File: config.mk
export PLATFORM = sky130hd
export DESIGN_NAME = count20b
export DESIGN_NICKNAME = d
export VERILOG_FILES = /design/src/rtl/count20b_pkg.sv /design/src/rtl/D_FF.sv /design/src/rtl/count20b.sv
export SDC_FILE = /design/constraint.sdc
export NUM_CORES = 1
export LEC_CHECK = 0
export ABC_CLOCK_PERIOD_IN_PS = 2700
export CORE_MARGIN = 1
export CORE_UTILIZATION = 46
export DETAILED_ROUTE_END_ITERATION = 10
export GPL_TIMING_DRIVEN = 0
export HOLD_SLACK_MARGIN = 0.08
export PLACE_DENSITY = 0.83
export REMOVE_ABC_BUFFERS = 1
export SYNTH_ARGS = -nofsm -noshare
export SYNTH_HDL_FRONTEND = slang
export SYNTH_HIERARCHICAL = 1
export SYNTH_SLANG_ARGS = --single-unit
File: constraint.sdc
create_clock -name Clock -period 2.7 [get_ports Clock]
set_clock_uncertainty 0.2 [all_clocks]
set_input_delay 0.54 -clock Clock [delete_from_list [all_inputs] [get_ports Clock]]
set_output_delay 0.54 -clock Clock [all_outputs]
set_load 0.02 [all_outputs]
File: src/rtl/count20b_pkg.sv
`default_nettype none
// +--------------------------------------------------------------------------+
// | Module   : count20b_pkg                                                  |
// | Purpose  : Shared definitions for the count20b period counter: the       |
// |            controller state encoding and the default counter width and   |
// |            minimum accepted period.                                      |
// | Revision : 1.0 - initial release                                         |
// +--------------------------------------------------------------------------+
package count20b_pkg;

  localparam int unsigned DEF_WIDTH      = 20;
  localparam int unsigned DEF_MIN_PERIOD = 2;
  localparam int unsigned STATE_W        = 2;

  // IDLE must encode as all-zeros: the state flops clear to 0 on reset.
  typedef enum logic [STATE_W-1:0] {
    IDLE = 2'b00,
    RUN  = 2'b01,
    HOLD = 2'b10
  } state_e;

endpackage : count20b_pkg
`default_nettype wire

File: src/rtl/D_FF.sv
`default_nettype none
// +--------------------------------------------------------------------------+
// | Module   : D_FF                                                          |
// | Purpose  : Single-bit D flip-flop cell with synchronous active-high      |
// |            clear.                                                        |
// | Ports    : clk  - clock (rising edge)                                    |
// |            rst  - synchronous active-high clear, q -> 0                  |
// |            d    - data in                                                |
// |            q    - registered data out                                    |
// | Revision : 1.0 - initial release                                         |
// +--------------------------------------------------------------------------+
module D_FF (
  input  logic clk,
  input  logic rst,
  input  logic d,
  output logic q
);

  always_ff @(posedge clk) begin
    if (rst) begin
      q <= 1'b0;
    end else begin
      q <= d;
    end
  end

endmodule : D_FF
`default_nettype wire

File: src/rtl/count20b.sv
`default_nettype none
// +--------------------------------------------------------------------------+
// | Module   : count20b                                                      |
// | Purpose  : Programmable down-counter. start latches a period P (clamped  |
// |            to at least MIN_PERIOD) and counts P..1; the edge after the   |
// |            count reads 1 emits a one-cycle tick. pause freezes the       |
// |            count, stop aborts. Command priority: stop > start > pause.   |
// | Config   : COUNT20B_AUTORELOAD_EN defined   -> reload P at expiry and    |
// |                                               keep running until stop  |
// |            COUNT20B_AUTORELOAD_EN undefined -> one-shot, return to IDLE  |
// | Ports    : Clock  - clock, all state changes on the rising edge         |
// |            Reset  - synchronous active-high reset, overrides commands    |
// |            start  - latch period and begin counting                      |
// |            stop   - abort counting                                       |
// |            pause  - freeze the count while high                          |
// |            period - cycles per count cycle (WIDTH bits)                  |
// |            num20b - current count value (registered)                     |
// |            tick   - one-cycle pulse at count expiry (registered)         |
// |            busy   - high whenever the state is not IDLE (registered)     |
// | Revision : 1.0 - initial release                                         |
// +--------------------------------------------------------------------------+
module count20b
  import count20b_pkg::*;
#(
  parameter int unsigned WIDTH      = DEF_WIDTH,
  parameter int unsigned MIN_PERIOD = DEF_MIN_PERIOD
) (
  input  logic             Clock,
  input  logic             Reset,
  input  logic             start,
  input  logic             stop,
  input  logic             pause,
  input  logic [WIDTH-1:0] period,
  output logic [WIDTH-1:0] num20b,
  output logic             tick,
  output logic             busy
);

  localparam logic [WIDTH-1:0] C_ONE     = WIDTH'(1);
  localparam logic [WIDTH-1:0] C_MIN_PER = WIDTH'(MIN_PERIOD);

  state_e               state_q;
  state_e               state_d;
  logic [STATE_W-1:0]   state_bits_q;
  logic [STATE_W-1:0]   state_bits_d;

  logic [WIDTH-1:0]     num_q;
  logic [WIDTH-1:0]     num_d;
  logic                 tick_q;
  logic                 tick_d;
  logic                 busy_q;
  logic                 busy_d;
  logic [WIDTH-1:0]     load_val;

`ifdef COUNT20B_AUTORELOAD_EN
  // Latched period, needed only to reload the count at each expiry.
  logic [WIDTH-1:0]     p_q;
  logic [WIDTH-1:0]     p_d;
`endif

  // State register built from one D_FF cell per state bit.
  assign state_bits_d = state_d;
  assign state_q      = state_e'(state_bits_q);

  for (genvar i = 0; i < int'(STATE_W); i++) begin : g_state_bits
    D_FF u_state_ff (
      .clk (Clock),
      .rst (Reset),
      .d   (state_bits_d[i]),
      .q   (state_bits_q[i])
    );
  end

  // Requested period clamped up to the smallest supported value.
  assign load_val = (period < C_MIN_PER) ? C_MIN_PER : period;

  always_comb begin
    state_d = state_q;
    num_d   = num_q;
    tick_d  = 1'b0;
`ifdef COUNT20B_AUTORELOAD_EN
    p_d     = p_q;
`endif

    if (stop) begin
      state_d = IDLE;
      num_d   = '0;
    end else if (start) begin
      state_d = RUN;
      num_d   = load_val;
`ifdef COUNT20B_AUTORELOAD_EN
      p_d     = load_val;
`endif
    end else if (state_q != IDLE) begin
      if (pause) begin
        // Entering or staying in HOLD freezes the count on this edge.
        state_d = HOLD;
      end else begin
        // Leaving HOLD counts on the same edge, so a pause of N cycles
        // delays expiry by exactly N cycles.
        state_d = RUN;
        if (num_q == C_ONE) begin
          tick_d = 1'b1;
`ifdef COUNT20B_AUTORELOAD_EN
          num_d  = p_q;
`else
          num_d   = '0;
          state_d = IDLE;
`endif
        end else begin
          num_d = num_q - C_ONE;
        end
      end
    end

    busy_d = (state_d != IDLE);
  end

  always_ff @(posedge Clock) begin
    if (Reset) begin
      num_q  <= '0;
      tick_q <= 1'b0;
      busy_q <= 1'b0;
`ifdef COUNT20B_AUTORELOAD_EN
      p_q    <= '0;
`endif
    end else begin
      num_q  <= num_d;
      tick_q <= tick_d;
      busy_q <= busy_d;
`ifdef COUNT20B_AUTORELOAD_EN
      p_q    <= p_d;
`endif
    end
  end

  assign num20b = num_q;
  assign tick   = tick_q;
  assign busy   = busy_q;

endmodule : count20b
`default_nettype wire

==> impl_metrics.sql <==
INSERT INTO impl_metrics (metric_group, metric, value, unit) VALUES
('run_status', 'status', 'finished, final reports clean', ''),
('sta', 'timing.slew.headroom', '0.487', ''),
('yosys', 'netlist-cell-type-count', '48', ''),
('sta', 'timing.final.ws_setup', '0.280', 'ns'),
('yosys', 'synth_enable_flop_cells', '0', ''),
('clock_tree', 'cts_root_buf', 'sky130_fd_sc_hd__clkbuf_4', ''),
('yosys', 'synthesis.instances', '198', ''),
('detailed_routing', 'detailedRoute.firstPassIterationCount', '5', ''),
('clock_tree', 'clkTransAtPathRegs', '0.15', 'ns'),
('clock_tree', 'clk_path_buf_depth', '2', ''),
('worst_setup_path', 'critical_path_source_type', 'flop', ''),
('yosys', 'post_synth.cell_area_avg', '7.70', 'um^2'),
('detailed_routing', 'drt-vias-per-instance', '6.21', ''),
('layout', 'num-nets-final', '265', ''),
('detailed_routing', 'detail_route.iter0.violations', '108', ''),
('sta', 'rsz0062_at_grt', 'false', ''),
('yosys', 'syn_area', '1520', 'um^2'),
('yosys', 'synth_async_sr_flop_share', '0', ''),
('layout', 'nFillCells', '284', ''),
('worst_setup_path', 'cp.arrival', '2.49', 'ns'),
('clock_tree', 'holdBufCountCts', '0', ''),
('clock_tree', 'cts_inserted_buffers', '3', ''),
('global_routing', 'grt_util_all_layers', '0.276', ''),
('detailed_routing', 'detail_route.wl_per_cell', '16.2', 'um'),
('placement', 'finalWeightedCongestion', '0.928', ''),
('worst_setup_path', 'worstSetupEndpointType', 'flop', ''),
('sta', 'slew_violations', '0', ''),
('clock_tree', 'clock_sinks', '24', ''),
('layout', 'drive_above_1_share', '0.0759', ''),
('detailed_routing', 'drt-total-wl', '4.55', 'mm'),
('global_routing', 'first_global_vias', '1486', ''),
('yosys', 'yosys_most_used_dff', 'sky130_fd_sc_hd__dfxtp_1', ''),
('sta', 'final_period_util', '0.896', ''),
('power_and_ir_drop', 'total_leakage_power', '0.000714', 'uW'),
('clock_tree', 'clkLatencyLatePin', '0.34', 'ns'),
('die', 'io_pins', '47', ''),
('layout', 'multiInputGateArea', '982', 'um^2'),
('die', 'fp.dieArea', '3550', 'um^2'),
('global_routing', 'grt_overflow_total', '0', ''),
('sta', 'finalHoldViolations', '0', ''),
('sta', 'hold_slack', '0.352', 'ns'),
('worst_setup_path', 'cpMaxStageDelayCell', 'sky130_fd_sc_hd__or3_1', ''),
('worst_setup_path', 'required', '2.77', 'ns'),
('sta', 'pin_slew_with_the_least_headroom_to_its_limit', '0.767', 'ns'),
('placement', 'port_buffers', '46', ''),
('clock_tree', 'htree_num_levels', '1', ''),
('yosys', 'synth.largest_area_cell', 'sky130_fd_sc_hd__dfxtp_1', ''),
('global_routing', 'antenna_found_initial', '0', ''),
('placement', 'detailedPlacementHpwl', '3.25', 'mm'),
('yosys', 'seq_area_frac_synth', '0.315', ''),
('power_and_ir_drop', 'net_sw_frac', '0.312', ''),
('worst_setup_path', 'crit_path_max_incr_delay', '0.48', 'ns'),
('yosys', 'synth.ff_latch_count', '24', ''),
('detailed_routing', 'drt.antenna.violating_nets', '0', ''),
('global_routing', 'grt_start_max_net_pins', '32', ''),
('power_and_ir_drop', 'powerDensity', '440', 'nW/um^2'),
('yosys', 'post_synth_main_area_contributors', 'sky130_fd_sc_hd__dfxtp_1 (32%), sky130_fd_sc_hd__a21oi_1 (6.9%), sky130_fd_sc_hd__o21ai_0 (5.9%)', ''),
('placement', 'place_worst_setup_slack', '-0.423', 'ns'),
('placement', 'placed_area', '2010', 'um^2'),
('layout', 'n_antenna_cell', '0', ''),
('die', 'initial_standard_cell_utilization_of_the_core', '0.491', ''),
('sta', 'max_freq', '413', 'MHz'),
('worst_setup_path', 'critical_path_class', 'reg2reg', ''),
('sta', 'setup-violations-final', '0', ''),
('clock_tree', 'tritoncts', 'built', ''),
('layout', 'area_growth', '35.1', '%'),
('die', 'dieHeight', '59.6', 'um'),
('flow_run', 'cap_viol_max_count', '0', ''),
('die', 'die_width', '59.6', 'um'),
('global_routing', 'wire_length_of_the_first_global_routing_pass', '7.33', 'mm'),
('power_and_ir_drop', 'internal_power', '624', 'uW');
## flip-flops by register name (all words and copies together), names as in the netlist
register / cells
num20b: 20
busy: 1
tick: 1
g_state_bits.u_state_ff/q: 2
## cells in the final DEF (no fill, tap or decap), types with 4 or more instances in the layout
| master | count |
|---|---|
| sky130_fd_sc_hd__clkdlybuf4s50_1 | 45 |
| sky130_fd_sc_hd__dfxtp_1 | 24 |
| sky130_fd_sc_hd__nor2_1 | 21 |
| sky130_fd_sc_hd__a21oi_1 | 21 |
| sky130_fd_sc_hd__o21ai_0 | 18 |
| sky130_fd_sc_hd__nor4_1 | 10 |
| sky130_fd_sc_hd__nand2_1 | 10 |
| sky130_fd_sc_hd__nand3_1 | 10 |
| sky130_fd_sc_hd__a31oi_1 | 6 |
| sky130_fd_sc_hd__nor3_1 | 6 |
| sky130_fd_sc_hd__inv_1 | 5 |
| sky130_fd_sc_hd__or3_1 | 4 |
| sky130_fd_sc_hd__o21a_1 | 4 |
## critical path: cells and delay by family, from the launching register on
family / cells / cell delay (ns)
buf+inv: 1 / 0.09
flops: 1 / 0.39
fa+ha+maj: 1 / 0.20
compound gates: 2 / 0.32
simple gates: 3 / 1.16
## power by group through the flow
stage | Sequential (uW) | Combinational [uW] | Clock (uW)
finish | 389 | 239 | 279
floorplan | 408 | 114 | 0
detailed placement | 396 | 236 | 0
global placement | 395 | 231 | 0
CTS | 388 | 237 | 275
global route | 392 | 259 | 289
## logic make-up (layout without fill, tap and decap cells)
family / after synthesis / in the layout / share of synthesized area
simple gates: 84 / 84 / 0.325
compound gates: 69 / 69 / 0.287
mux: 2 / 2 / 0.0131
buf+inv: 17 / 56 / 0.0427
flops: 24 / 24 / 0.315
fa+ha+maj: 2 / 2 / 0.0164
## synth_stat cells, types with 3 or more instances
| master | count |
|---|---|
| sky130_fd_sc_hd__nor3_1 | 6 |
| sky130_fd_sc_hd__dfxtp_1 | 24 |
| sky130_fd_sc_hd__nand2_1 | 10 |
| sky130_fd_sc_hd__clkbuf_1 | 10 |
| sky130_fd_sc_hd__nor4_1 | 10 |
| sky130_fd_sc_hd__a31oi_1 | 6 |
| sky130_fd_sc_hd__nor2_1 | 21 |
| sky130_fd_sc_hd__or3_1 | 4 |
| sky130_fd_sc_hd__and3_1 | 3 |
| sky130_fd_sc_hd__a21oi_1 | 21 |
| sky130_fd_sc_hd__a22oi_1 | 3 |
| sky130_fd_sc_hd__o21a_1 | 4 |
| sky130_fd_sc_hd__nand3_1 | 10 |
| sky130_fd_sc_hd__o21ai_0 | 18 |
| sky130_fd_sc_hd__or4_1 | 3 |
| sky130_fd_sc_hd__inv_1 | 5 |
| sky130_fd_sc_hd__nor2b_1 | 3 |
## path summary, 6_finish.rpt
| kind | cells after the start | end | slack (ns) | from |
|---|---|---|---|---|
| worst max-delay path | 7 | num20b[18] | 0.28 | num20b[0] |
| worst min-delay path | 2 | num20b[10] | 0.35 | num20b[10] |
| worst max register to register | 7 | num20b[18] | 0.28 | num20b[0] |
| worst min register to register | 2 | num20b[10] | 0.35 | num20b[10] |
## layer usage
| layer | wire length, um | vias up | global-route usage |
|---|---|---|---|
| met3 | 406 | 4 | 0.0284 |
| met1 | 2060 | 808 | 0.399 |
| li1 | - | 846 | - |
| met5 | 0 | - | 0 |
| met2 | 2050 | 88 | 0.440 |
| met4 | 38 | 0 | 0.0631 |
## repair_timing
| item | in CTS | in global routing |
|---|---|---|
| cloned | 0 | 0 |
| gates resized for setup | 1 | 2 |
| endpoints found under the setup margin | 5 | 5 |
| setup buffers | 0 | 0 |
## final cells by class
| type | count | share of cell area |
|---|---|---|
| repair buffers | 47 | 0.228 |
| well taps | 44 | 0.0267 |
| inverters | 5 | 0.00911 |
| multi-input cells | 157 | 0.477 |
| clock inverters | 1 | 0.0146 |
| clock buffers | 3 | 0.0109 |
| flip-flops and latches | 24 | 0.233 |
## per-stage QoR
step / util / cells
5_1_grt: 0.664 / 281
4_1_cts: 0.665 / 281
3_3_place_gp: 0.642 / 276
2_1_floorplan: - / 186
6_report: 0.664 / 281
3_5_place_dp: 0.648 / 277
(Power assumes the default switching activity.)
